==> config.mk <==
export PLATFORM = sky130hd
export DESIGN_NAME = excp_ctrl
export DESIGN_NICKNAME = d
export VERILOG_FILES = /design/src/rtl/excp_ctrl.sv
export SDC_FILE = /design/constraint.sdc
export NUM_CORES = 1
export LEC_CHECK = 0
export ABC_AREA = 1
export CAP_MARGIN = 20
export CORE_AREA = 2 2 114 116
export DETAILED_ROUTE_END_ITERATION = 10
export DIE_AREA = 0 0 116 118
export GPL_TIMING_DRIVEN = 0
export PLACE_DENSITY = 0.8
export SKIP_LAST_GASP = 1
export SLEW_MARGIN = 25
export SYNTH_ARGS = -nofsm -noshare
export SYNTH_HDL_FRONTEND = slang
export SYNTH_SLANG_ARGS = --single-unit
==> constraint.sdc <==
create_clock -name clk -period 1.7 [get_ports clk]
set_input_delay 0.425 -clock clk [delete_from_list [all_inputs] [get_ports clk]]
set_output_delay 0.425 -clock clk [all_outputs]
set_load 0.01 [all_outputs]
==> src/rtl/excp_ctrl.sv <==
// Exception/interrupt sequencer between write-back and the CSR file: prioritises the
// committing instruction's events, strobes the CSR file and holds a redirect for fetch.
module excp_ctrl #(
    parameter int CNT_W = 16
) (
    input  logic             clk,
    input  logic             reset,
    input  logic             wb_valid,
    input  logic [31:0]      wb_pc,
    input  logic [31:0]      wb_vaddr,
    input  logic [4:0]       wb_ex_vec,
    input  logic             wb_ertn,
    input  logic [12:0]      csr_estat_is,
    input  logic [12:0]      csr_ecfg_lie,
    input  logic             csr_crmd_ie,
    input  logic [31:0]      csr_eentry,
    input  logic [31:0]      csr_era,
    input  logic             redirect_ready,
    output logic             csr_wb_ex,
    output logic [5:0]       csr_wb_ecode,
    output logic [8:0]       csr_wb_esubcode,
    output logic [31:0]      csr_wb_pc,
    output logic [31:0]      csr_wb_vaddr,
    output logic             csr_ertn_flush,
    output logic             pipe_flush,
    output logic             redirect_valid,
    output logic [31:0]      redirect_pc,
    output logic [CNT_W-1:0] ex_count
);

    localparam int EX_ADEF = 4;
    localparam int EX_INE  = 3;
    localparam int EX_SYS  = 2;
    localparam int EX_BRK  = 1;
    localparam int EX_ALE  = 0;

    localparam logic [5:0] ECODE_INT  = 6'h00;
    localparam logic [5:0] ECODE_ADEF = 6'h08;
    localparam logic [5:0] ECODE_ALE  = 6'h09;
    localparam logic [5:0] ECODE_SYS  = 6'h0B;
    localparam logic [5:0] ECODE_BRK  = 6'h0C;
    localparam logic [5:0] ECODE_INE  = 6'h0D;

    typedef enum logic {
        IDLE,
        REDIR
    } state_t;

    state_t     state;
    logic       int_pend;
    logic       any_ex;
    logic       take_ex;
    logic       take_ertn;
    logic [5:0] ecode;

    // Events are only recognised in IDLE; while a redirect is outstanding the
    // write-back contents are stale and any interrupt simply stays pending.
    always_comb begin
        int_pend  = (|(csr_estat_is & csr_ecfg_lie)) & csr_crmd_ie;
        any_ex    = |wb_ex_vec;
        take_ex   = (state == IDLE) && wb_valid && (int_pend || any_ex);
        take_ertn = (state == IDLE) && wb_valid && wb_ertn && !take_ex;
    end

    always_comb begin
        ecode = ECODE_INT;
        if (take_ex) begin
            if (int_pend)                    ecode = ECODE_INT;
            else if (wb_ex_vec[EX_ADEF])     ecode = ECODE_ADEF;
            else if (wb_ex_vec[EX_INE])      ecode = ECODE_INE;
            else if (wb_ex_vec[EX_SYS])      ecode = ECODE_SYS;
            else if (wb_ex_vec[EX_BRK])      ecode = ECODE_BRK;
            else if (wb_ex_vec[EX_ALE])      ecode = ECODE_ALE;
        end
    end

    assign csr_wb_ex       = take_ex;
    assign csr_ertn_flush  = take_ertn;
    assign csr_wb_ecode    = ecode;
    assign csr_wb_esubcode = 9'd0;
    assign csr_wb_pc       = wb_pc;
    assign csr_wb_vaddr    = wb_vaddr;
    assign pipe_flush      = take_ex || take_ertn || (state == REDIR);

    // The target is captured from the CSR values seen before the edge, so a CSR
    // write landing on the same edge cannot disturb the redirect in flight.
    always_ff @(posedge clk) begin
        if (reset) begin
            state          <= IDLE;
            redirect_valid <= 1'b0;
            redirect_pc    <= 32'd0;
            ex_count       <= '0;
        end else begin
            case (state)
                IDLE: begin
                    if (take_ex) begin
                        redirect_pc    <= csr_eentry;
                        redirect_valid <= 1'b1;
                        ex_count       <= ex_count + CNT_W'(1);
                        state          <= REDIR;
                    end else if (take_ertn) begin
                        redirect_pc    <= csr_era;
                        redirect_valid <= 1'b1;
                        state          <= REDIR;
                    end
                end
                REDIR: begin
                    if (redirect_ready) begin
                        redirect_valid <= 1'b0;
                        state          <= IDLE;
                    end
                end
                default: begin
                    redirect_valid <= 1'b0;
                    state          <= IDLE;
                end
            endcase
        end
    end

endmodule

# Word-level counts from Yosys, hierarchy flattened

Index checks and enable logic that the tools add are counted.

Register bits: 50
Input bits: 165
Output and inout port bits: 131
Word-level logic and storage cells: 41

$add $sub $neg: 1
Equal/unequal tests: 2
Muxes and demuxes: 17
Bitwise logic cells: 3
Reduce and logical (&&, ||, !) cells: 14

Operators by type and width:

| kind                  | number |
|---|---|
| $mux 32               | 2 |
| $mux 4                | 7 |
| $add 16x1->16 const B | 1 |
| $and 13x13->13        | 1 |
| $reduce_or 13->1      | 1 |
| $mux 1                | 6 |
| $reduce_and 2->1      | 3 |
| $reduce_or 5->1       | 1 |
| $logic_and 1x1->1     | 4 |
| $pmux 1 s2            | 2 |
| $logic_or 1x1->1      | 3 |
| $ne 3x3->1 const B    | 1 |
| $ne 2x2->1 const B    | 1 |
| $reduce_bool 2->1     | 1 |
| $and 1x1->1           | 1 |
| $logic_not 1->1       | 1 |
| $not 1->1             | 1 |

# Logic depth before layout (Yosys ltp)

Gate-level depths: netlist of run 1.

Depth after elaboration: 10
Depth in mapped cells: 14
Gate-level depth less buffers: 13

# Least setup slack after synthesis of run 1

OpenSTA, ideal clock, no wires.

Path type: input to output
Start: input csr_estat_is[10]
End: output pipe_flush
Arrival: 1.322 ns
Required time: 1.275 ns
Setup slack: -0.047 ns
Cell stages on the path: 11
Path buffers: 1
Cells stage by stage: nand2_1 nand2_1 inv_1 nand2_1 nor2_1 nand2_1 nand2_1 nand2_2 nand2_4 buf_2 nand3_1

Word-level cells in the longest chain between the ends: 9

Ends and longest elaborated chain:

| what                            | RTL line | RTL |
|---|---|---|
| start, declared                 | 13       | `input logic [12:0] csr_estat_is,` |
| $and 13x13->13 *                | 59       | `int_pend = (\|(csr_estat_is & csr_ecfg_lie)) & csr_crmd_ie;` |
| $reduce_or 13->1 *              | 59       |  |
| $and 1x1->1 *                   | 59       |  |
| $logic_or 1x1->1 *              | 61       | `take_ex = (state == IDLE) && wb_valid && (int_pend \|\| any_ex);` |
| $logic_and 1x1->1 *             | 61       |  |
| $logic_not 1->1                 | 62       | `take_ertn = (state == IDLE) && wb_valid && wb_ertn && !take_ex;` |
| $logic_and 1x1->1               | 62       |  |
| $logic_or 1x1->1 * (2 in a row) | 83       | `assign pipe_flush = take_ex \|\| take_ertn \|\| (state == REDIR);` |
| end, declared                   | 25       | `output logic pipe_flush,` |

Every way passes the cells marked *; elsewhere a longest branch is shown, timed or not.

# Worst setup path in the final report of run 1

Start: input wb_ex_vec[3]
End: output csr_wb_ecode[0]

Word-level cells in the longest chain between the ends: 4
Elaborated cells between the ends (all ways): 7
Classes of those cells: 4 x mux; 3 x reduce/logical

Ends and longest elaborated chain:

| what                                        | RTL line | RTL |
|---|---|---|
| start, declared                             | 11       | `input logic [4:0] wb_ex_vec,` |
| $mux 4 or $reduce_or 5->1 (tied branches)   | 70, 60   |  |
| $mux 4 or $logic_or 1x1->1 (tied branches)  | 69, 61   |  |
| $mux 4 or $logic_and 1x1->1 (tied branches) | 68, 61   |  |
| $mux 4 *                                    | 67       | `if (take_ex) begin` |
| end, declared                               | 20       | `output logic [5:0] csr_wb_ecode,` |

Marked as above.

==> results of run 1 <==
[repair_timing]
action	CTS	global route
endpoints found under the setup margin	64	56
cloned	0	3
pin swaps	30	64
gates resized for setup	166	91
setup buffers	14	10
[layout by cell type (no fill, tap or decap), drive strengths merged]
cell	count
a21oi	17
buf	141
bufinv	1
clkbuf	18
clkdlybuf4s15	5
clkdlybuf4s50	174
clkinvlp	2
conb	11
dfxtp	50
dlygate4sd2	4
dlymetal6s2s	4
ha	1
inv	89
nand2	135
nand3	40
nand4	3
nor2	147
nor3	4
nor4	3
o21ai	6
xnor2	2
xor2	9
[cells in the mapped netlist (3+ instances only)]
cell type and number:
a21oi_1 17, buf_1 6, buf_2 4, buf_4 80, buf_6 3, clkbuf_1 5, dfxtp_1 50, inv_1 87
nand2_1 131, nand3_1 40, nand4_1 3, nor2_1 119, nor2_2 28, nor3_1 4, o21ai_0 6, xor2_1 9
[through the flow]
stage	hold WS (ns)	setup WS, ns
2_1_floorplan	0.494	0.00751
3_3_place_gp	0.463	-1.22
3_5_place_dp	0.463	-1.23
4_1_cts	0.482	-0.325
5_1_grt	0.506	-0.354
6_report	0.481	-0.288
[kinds of logic (layout without fill, tap and decap cells)]
family | after synthesis | in the layout | synth area share
AOI/OAI and AO/OA | 23 | 23 | 0.0312
xor gates and xnor gates | 11 | 11 | 0.0261
adders and majority gates | 1 | 1 | 0.00339
buffers and inverters | 187 | 438 | 0.279
DFF | 50 | 50 | 0.272
other | 1 | 11 | 0.00102
and+or+nand+nor | 332 | 332 | 0.387
[cell type report]
cell class | instances | area (sq um) | area share
inverter | 89 | 349 | 0.0508
tap | 172 | 215 | 0.0313
timing repair buffer | 246 | 2410 | 0.351
buffer | 95 | 747 | 0.109
sequential | 50 | 1010 | 0.147
clock buffer | 5 | 125 | 0.0182
multi-input combinational | 378 | 1970 | 0.286
clock inverter | 3 | 45.0 | 0.00655
[metal layers]
| metal | vias up | track usage | wire length, um |
|---|---|---|---|
| met5 | - | 0 | 0 |
| met4 | 0 | 0.0231 | 49 |
| met3 | 5 | 0.0345 | 873 |
| met2 | 152 | 0.321 | 6740 |
| met1 | 1939 | 0.218 | 5450 |
| li1 | 2229 | - | - |
[power by group through the flow]
stage                     Sequential, W  Combinational, W  Clock [W]
after CTS                       0.00128           0.00129    0.00117
after floorplan                 0.00133          0.000574          0
final                           0.00128           0.00140    0.00114
after global routing            0.00129           0.00151    0.00121
after detailed placement        0.00131           0.00125          0
after global placement          0.00130           0.00124          0
[worst min-delay path by stage]
stage	startpoint	cells after the start	slack, ns	end
after floorplan	state	3	0.49	redirect_valid
after global routing	ex_count[14]	2	0.51	ex_count[14]
final	redirect_valid	2	0.48	redirect_valid
after CTS	ex_count[14]	2	0.48	ex_count[14]
after global placement	redirect_valid	2	0.46	redirect_valid
after detailed placement	redirect_valid	2	0.46	redirect_valid
[worst min-delay path: cells and delay by family (launching register included)]
kind / cells / cell delay, ns
buffers and inverters: 1 / 0.05
AO/OA/AOI/OAI: 1 / 0.08
flip-flops: 1 / 0.33
[flip-flops by register name, summed over array words and instances, names as in the netlist]
name            flops
redirect_pc        32
ex_count           16
state               1
redirect_valid      1
==> flow_summary.yaml, run 1 <==
run_status:
  status: "finished, violations left"
  failed_checks: "negative setup slack"
clocking:
  clockBufferDepth: 2
  tritoncts_num_sinks: 50
  htreeDepth: 2
  clkSlewWorstSetupHoldPaths_ns: 0.07
  tritoncts.num_buffers: 5
  tritoncts: "built"
  root_buffer: "clkbuf_16"
  insertion_delay_ns: 0.28
  hold_buffers: 0
setup_path:
  r2r_start: "state"
  critical_path.cell_chain: "buf_8, inv_4, nand2_4, nor4_4, buf_4, inv_2, nand3_2, inv_2, nand2_4, a21oi_4, buf_6"
  crit_path_largest_cell_delay_ns: 0.33
  worst_setup_path_start_kind: "input port"
  crit_family: "simple AND/OR/NAND/NOR gates"
  regToRegSetupSlack_ns: 0.02
  timing.critical_path.depth: 11
  crit_path_class: "in -> out"
  slowest_stage: "nor4_4"
  worstReg2RegEnd: "redirect_pc[14]"
  crit_path_max_fanout: 2
  setup.worst_path.end: "csr_wb_ecode[0]"
  worstSetupStartpoint: "wb_ex_vec[3]"
  required_ns: 1.27
  endpoint_kind: "output port"
  worstPathArrival_ns: 1.56
  cell_count_of_the_worst_reg_to_reg_path: 10
  crit_buf_inv: 6
final_layout:
  antenna-diode-count: 0
  nFillCells: 1209
  design.final.nets: 1031
  final_area_sq_mm: 0.00687
  fin_util: 0.554
  post_route_cells_drive_above_1_share: 0.301
  layout-area-overhead-vs-synth_pct: 86.5
  non_filler_instance_count_after_layout: 1038
route:
  post_drt_via_cell_ratio: 4.17
  number_of_optimization_iterations_in_the_first_detailed_route_pass: 4
  drt_first_iter_violations: 140
  drt-wirelength-per-cell_um: 12.6
  drc: 0
  drt.antenna.violating_nets: 0
  via_count: 4325
  wirelength_mm: 13.1
sta:
  report.final.slew_viol_count: 0
  finalWorstPathRequiredPeriod_ns: 1.99
  worst_slack_ns: -0.288
  unrepaired_setup_endpoints_after_global_routing: "true"
  max-slew-margin-rel: 0.607
  report.final.hold_viol_count: 0
  finalClockSkew_ns: 0.00321
  fin_crit_share: 1.17
  final-setup-viol-count: 27
  fin_setup_tns_ns: -2.38
  tightestPinTransition_ns: 0.589
  clock.fmax_ghz: 0.503
synth:
  async_reset_ff_frac: 0
  dominant_cell_type_by_area_after_synthesis: "dfxtp_1"
  synth_sequential_area_ratio: 0.272
  synth_cell_types: 25
  syn_inst: 605
  synth.ff_latch_count: 50
  post_synth_instance_area_sq_mm: 0.00369
  yosysWarnings: 0
  yosysTopAreaCellShare: 0.272
  top_post_synthesis_cells_by_area: "dfxtp_1, buf_4, nand2_1, nor2_1, inv_1"
  syn_area_per_cell_sq_um: 6.09
  ys_dominant_reg_cell: "dfxtp_1"
  synth_enable_flop_cells: 0
pwr:
  power.leakage_nw: 3.22
  vdd_ir_drop_max_mv: 0.446
  power.net_switching_w: 0.00109
  clkPwrFrac: 0.299
  pwr-share-seq: 0.335
  power.density_mw_per_mm2: 556
  p_sw_frac: 0.285
  finalPower_w: 0.00382
  internal_power_w: 0.00273
  p_comb_frac: 0.366
floorplan:
  fp.dieArea_sq_mm: 0.0137
  die_y_um: 118
  fp.coreArea_sq_mm: 0.0124
  initial_utilization: 0.297
  core.rowCount: 41
  i_o_pin_cnt: 296
  chipWidth_um: 116
global_routing:
  globalRouteOverflowTotal: 0
  groute.usage.overall: 0.176
  via_count_of_the_first_global_routing_pass: 3976
  grt_first_pass_wirelength_mm: 19.4
  antenna_found_initial: 0
  pin_count_of_the_biggest_net_entering_global_routing: 17
hold_path:
  min_path_type: "reg -> reg"
placement:
  detailedPlacementHpwl_mm: 10.0
  dpl_cell_area_sq_mm: 0.00614
  port_buffers: 219
  placed_cells: 1006
  gpl.final_weighted_congestion: 0.828
run:
  drv.max_cap_violation_count: 0
(Power assumes the default switching activity.)
==> run 2, diff against run 1 <==
PLACE_DENSITY = 0.77   (was 0.8)
clock period = 1.96 ns   (was 1.7 ns; I/O delays follow)
==> run 2 against run 1 <==
  * The flow still finishes with violations (negative setup slack)
  * Clock power decreased by 14%
  * Worst hold slack improved by 0.0010 ns
  * Clock-buffer cell count unchanged
  * First-iteration DRC count shrank 4.3%
  * Final cell count shrank 0.77%
  * Global-route usage decreased by 0.84 points
  * Final area down 5.8%
  * Via count down 3.2%
  * Die area is the same
  * Non-clock buffer count shrank 8
  * Largest power group unchanged
==> flow_summary.yaml, run 2 (synthesis results as in run 1) <==
run_status:
  status: "finished, violations left"
  failed_checks: "negative setup slack"
clocking:
  tritoncts_num_sinks: 50
  hold_buffers: 0
  tritoncts: "built"
  tritoncts.num_buffers: 5
  htreeDepth: 2
  clockBufferDepth: 2
  clkSlewWorstSetupHoldPaths_ns: 0.07
  root_buffer: "clkbuf_16"
  insertion_delay_ns: 0.28
hold_path:
  timing.hold.worst.start: "ex_count[14]"
  timing.hold.worst_path_depth: 2
  min_path_type: "reg -> reg"
  worst_hold_path.endpoint: "ex_count[14]"
sta:
  report.final.hold_viol_count: 0
  tightestPinTransition_ns: 0.508
  fin_crit_share: 1.05
  unrepaired_setup_endpoints_after_global_routing: "true"
  report.final.slew_viol_count: 0
  finalWorstPathRequiredPeriod_ns: 2.06
  worst_slack_ns: -0.0967
  final-setup-viol-count: 6
  max-slew-margin-rel: 0.661
  finalHoldWorstSlack_ns: 0.482
  fin_setup_tns_ns: -0.385
  finalClockSkew_ns: 0.00413
  clock.fmax_ghz: 0.486
setup_path:
  crit_path_class: "in -> out"
  crit_buf_inv: 4
  crit_family: "simple AND/OR/NAND/NOR gates"
  timing.critical_path.depth: 9
  cell_count_of_the_worst_reg_to_reg_path: 9
  required_ns: 1.47
  crit_path_max_fanout: 4
  slowest_stage: "nor4_4"
  worst_setup_path_start_kind: "input port"
  worstPathArrival_ns: 1.57
  worstReg2RegEnd: "ex_count[14]"
  endpoint_kind: "output port"
  regToRegSetupSlack_ns: 0.25
  r2r_start: "ex_count[0]"
  critical_path.cell_chain: "buf_6, inv_4, nand2_4, nor4_4, nand2_4, nand2_8, buf_8, nand3_2, buf_6"
  crit_path_largest_cell_delay_ns: 0.33
global_routing:
  grt_first_pass_wirelength_mm: 18.5
  gr-usage-met1: 0.201
  globalRouteOverflowTotal: 0
  gr-usage-met2: 0.306
  groute.usage.overall: 0.168
  pin_count_of_the_biggest_net_entering_global_routing: 16
  grt-busiest-layer: "met2"
  via_count_of_the_first_global_routing_pass: 3896
  use_met3: 0.0407
  antenna_found_initial: 0
route:
  drc: 0
  via_count: 4185
  wirelength_mm: 12.2
  post_drt_via_cell_ratio: 4.06
  number_of_optimization_iterations_in_the_first_detailed_route_pass: 4
  drt_first_iter_violations: 134
  drt-wirelength-per-cell_um: 11.8
  drt.antenna.violating_nets: 0
floorplan:
  i_o_pin_cnt: 296
  chipWidth_um: 116
  die_y_um: 118
  initial_utilization: 0.297
  fp.coreArea_sq_mm: 0.0124
  fp.dieArea_sq_mm: 0.0137
  core.rowCount: 41
final_layout:
  ff_latch_area_sq_mm: 0.00100
  most-common-layout-cells: "clkdlybuf4s50_1, nand2_1, nor2_1"
  design.final.nets: 1023
  layout_commonest_cell: "clkdlybuf4s50_1"
  post_route_cells_drive_above_1_share: 0.237
  antenna-diode-count: 0
  largest_register_ffs: 32
  regMostFlops: "redirect_pc"
  nFillCells: 1274
  layout-area-overhead-vs-synth_pct: 75.8
  reg_top3: "redirect_pc: 32 flops, ex_count: 16 flops"
  multi_input_area_sq_mm: 0.00178
placement:
  port_buffers: 219
  gpl.final_weighted_congestion: 0.850
  detailedPlacementHpwl_mm: 9.64
pwr:
  power.net_switching_w: 0.000893
  internal_power_w: 0.00232
  power.leakage_nw: 3.00
  pwr-share-seq: 0.345
  power.density_mw_per_mm2: 497
  p_sw_frac: 0.277
  p_comb_frac: 0.350
  vdd_ir_drop_max_mv: 0.356
  clkPwrFrac: 0.304
run:
  drv.max_cap_violation_count: 0
-- run 2: changes by cell type in the layout (fill, tap and decap cells not counted), moves of 8 or more --
cell and delta:
nand2_2 -8, dfxtp_1 +10, dfxtp_2 -10, nand2_1 +8
nand3_2 -20, nand3_1 +23
-- run 2: metal layers --
layer | part of all wire | up-vias
li1 | - | 2207
met1 | 0.41 | 1811
met2 | 0.50 | 156
met3 | 0.076 | 11
met4 | 0.0095 | 0
met5 | 0 | -
-- run 2: through the flow --
stage / utilization / setup WS [ns] / instance area [sq um] / total power [W] / std cells
floorplan: - / 0.0828 / 3720 / 0.00165 / 615
global placement: 0.494 / -1.13 / 6130 / 0.00220 / 1006
detailed placement: 0.494 / -1.15 / 6130 / 0.00221 / 1006
CTS: 0.512 / -0.143 / 6350 / 0.00322 / 1024
global route: 0.522 / -0.187 / 6480 / 0.00339 / 1030
finish: 0.522 / -0.0967 / 6480 / 0.00322 / 1030
-- run 2: worst max-delay path by stage --
stage	from	to	slack (ns)
finish	wb_ex_vec[3]	pipe_flush	-0.1
global route	csr_estat_is[10]	csr_wb_ecode[0]	-0.19
CTS	csr_ecfg_lie[3]	pipe_flush	-0.14
floorplan	csr_estat_is[10]	pipe_flush	0.08
detailed placement	csr_estat_is[8]	pipe_flush	-1.15
global placement	csr_estat_is[8]	csr_wb_ex	-1.13
-- run 2: area by class of cell --
class,instances,area share
repair buffers,236,0.349
well taps,172,0.0332
clock buffers,5,0.0193
clock inverters,3,0.00618
plain buffers,97,0.110
flip-flops and latches,50,0.154
inverters,89,0.0539
multi-input cells,378,0.274
-- run 2: power groups by stage --
stage / clock [W] / sequential [W] / combinational [W]
final: 0.000979 / 0.00111 / 0.00113
after global routing: 0.00104 / 0.00112 / 0.00123
after CTS: 0.00101 / 0.00111 / 0.00110
after detailed placement: 0 / 0.00113 / 0.00108
after global placement: 0 / 0.00113 / 0.00107
after floorplan: 0 / 0.00116 / 0.000496
-- run 2: worst min-delay path, cell delays in order, from the launching register on --
cell and delay, ns:
dfxtp_1 0.32, nand2_1 0.06, a21oi_1 0.05
-- run 2: what timing repair did --
action / in CTS / in global routing
pin swaps: 29 / 26
buffers inserted: 10 / 7
gates cloned: 0 / 0
endpoints found under the setup margin: 51 / 9
gates resized for setup: 151 / 31
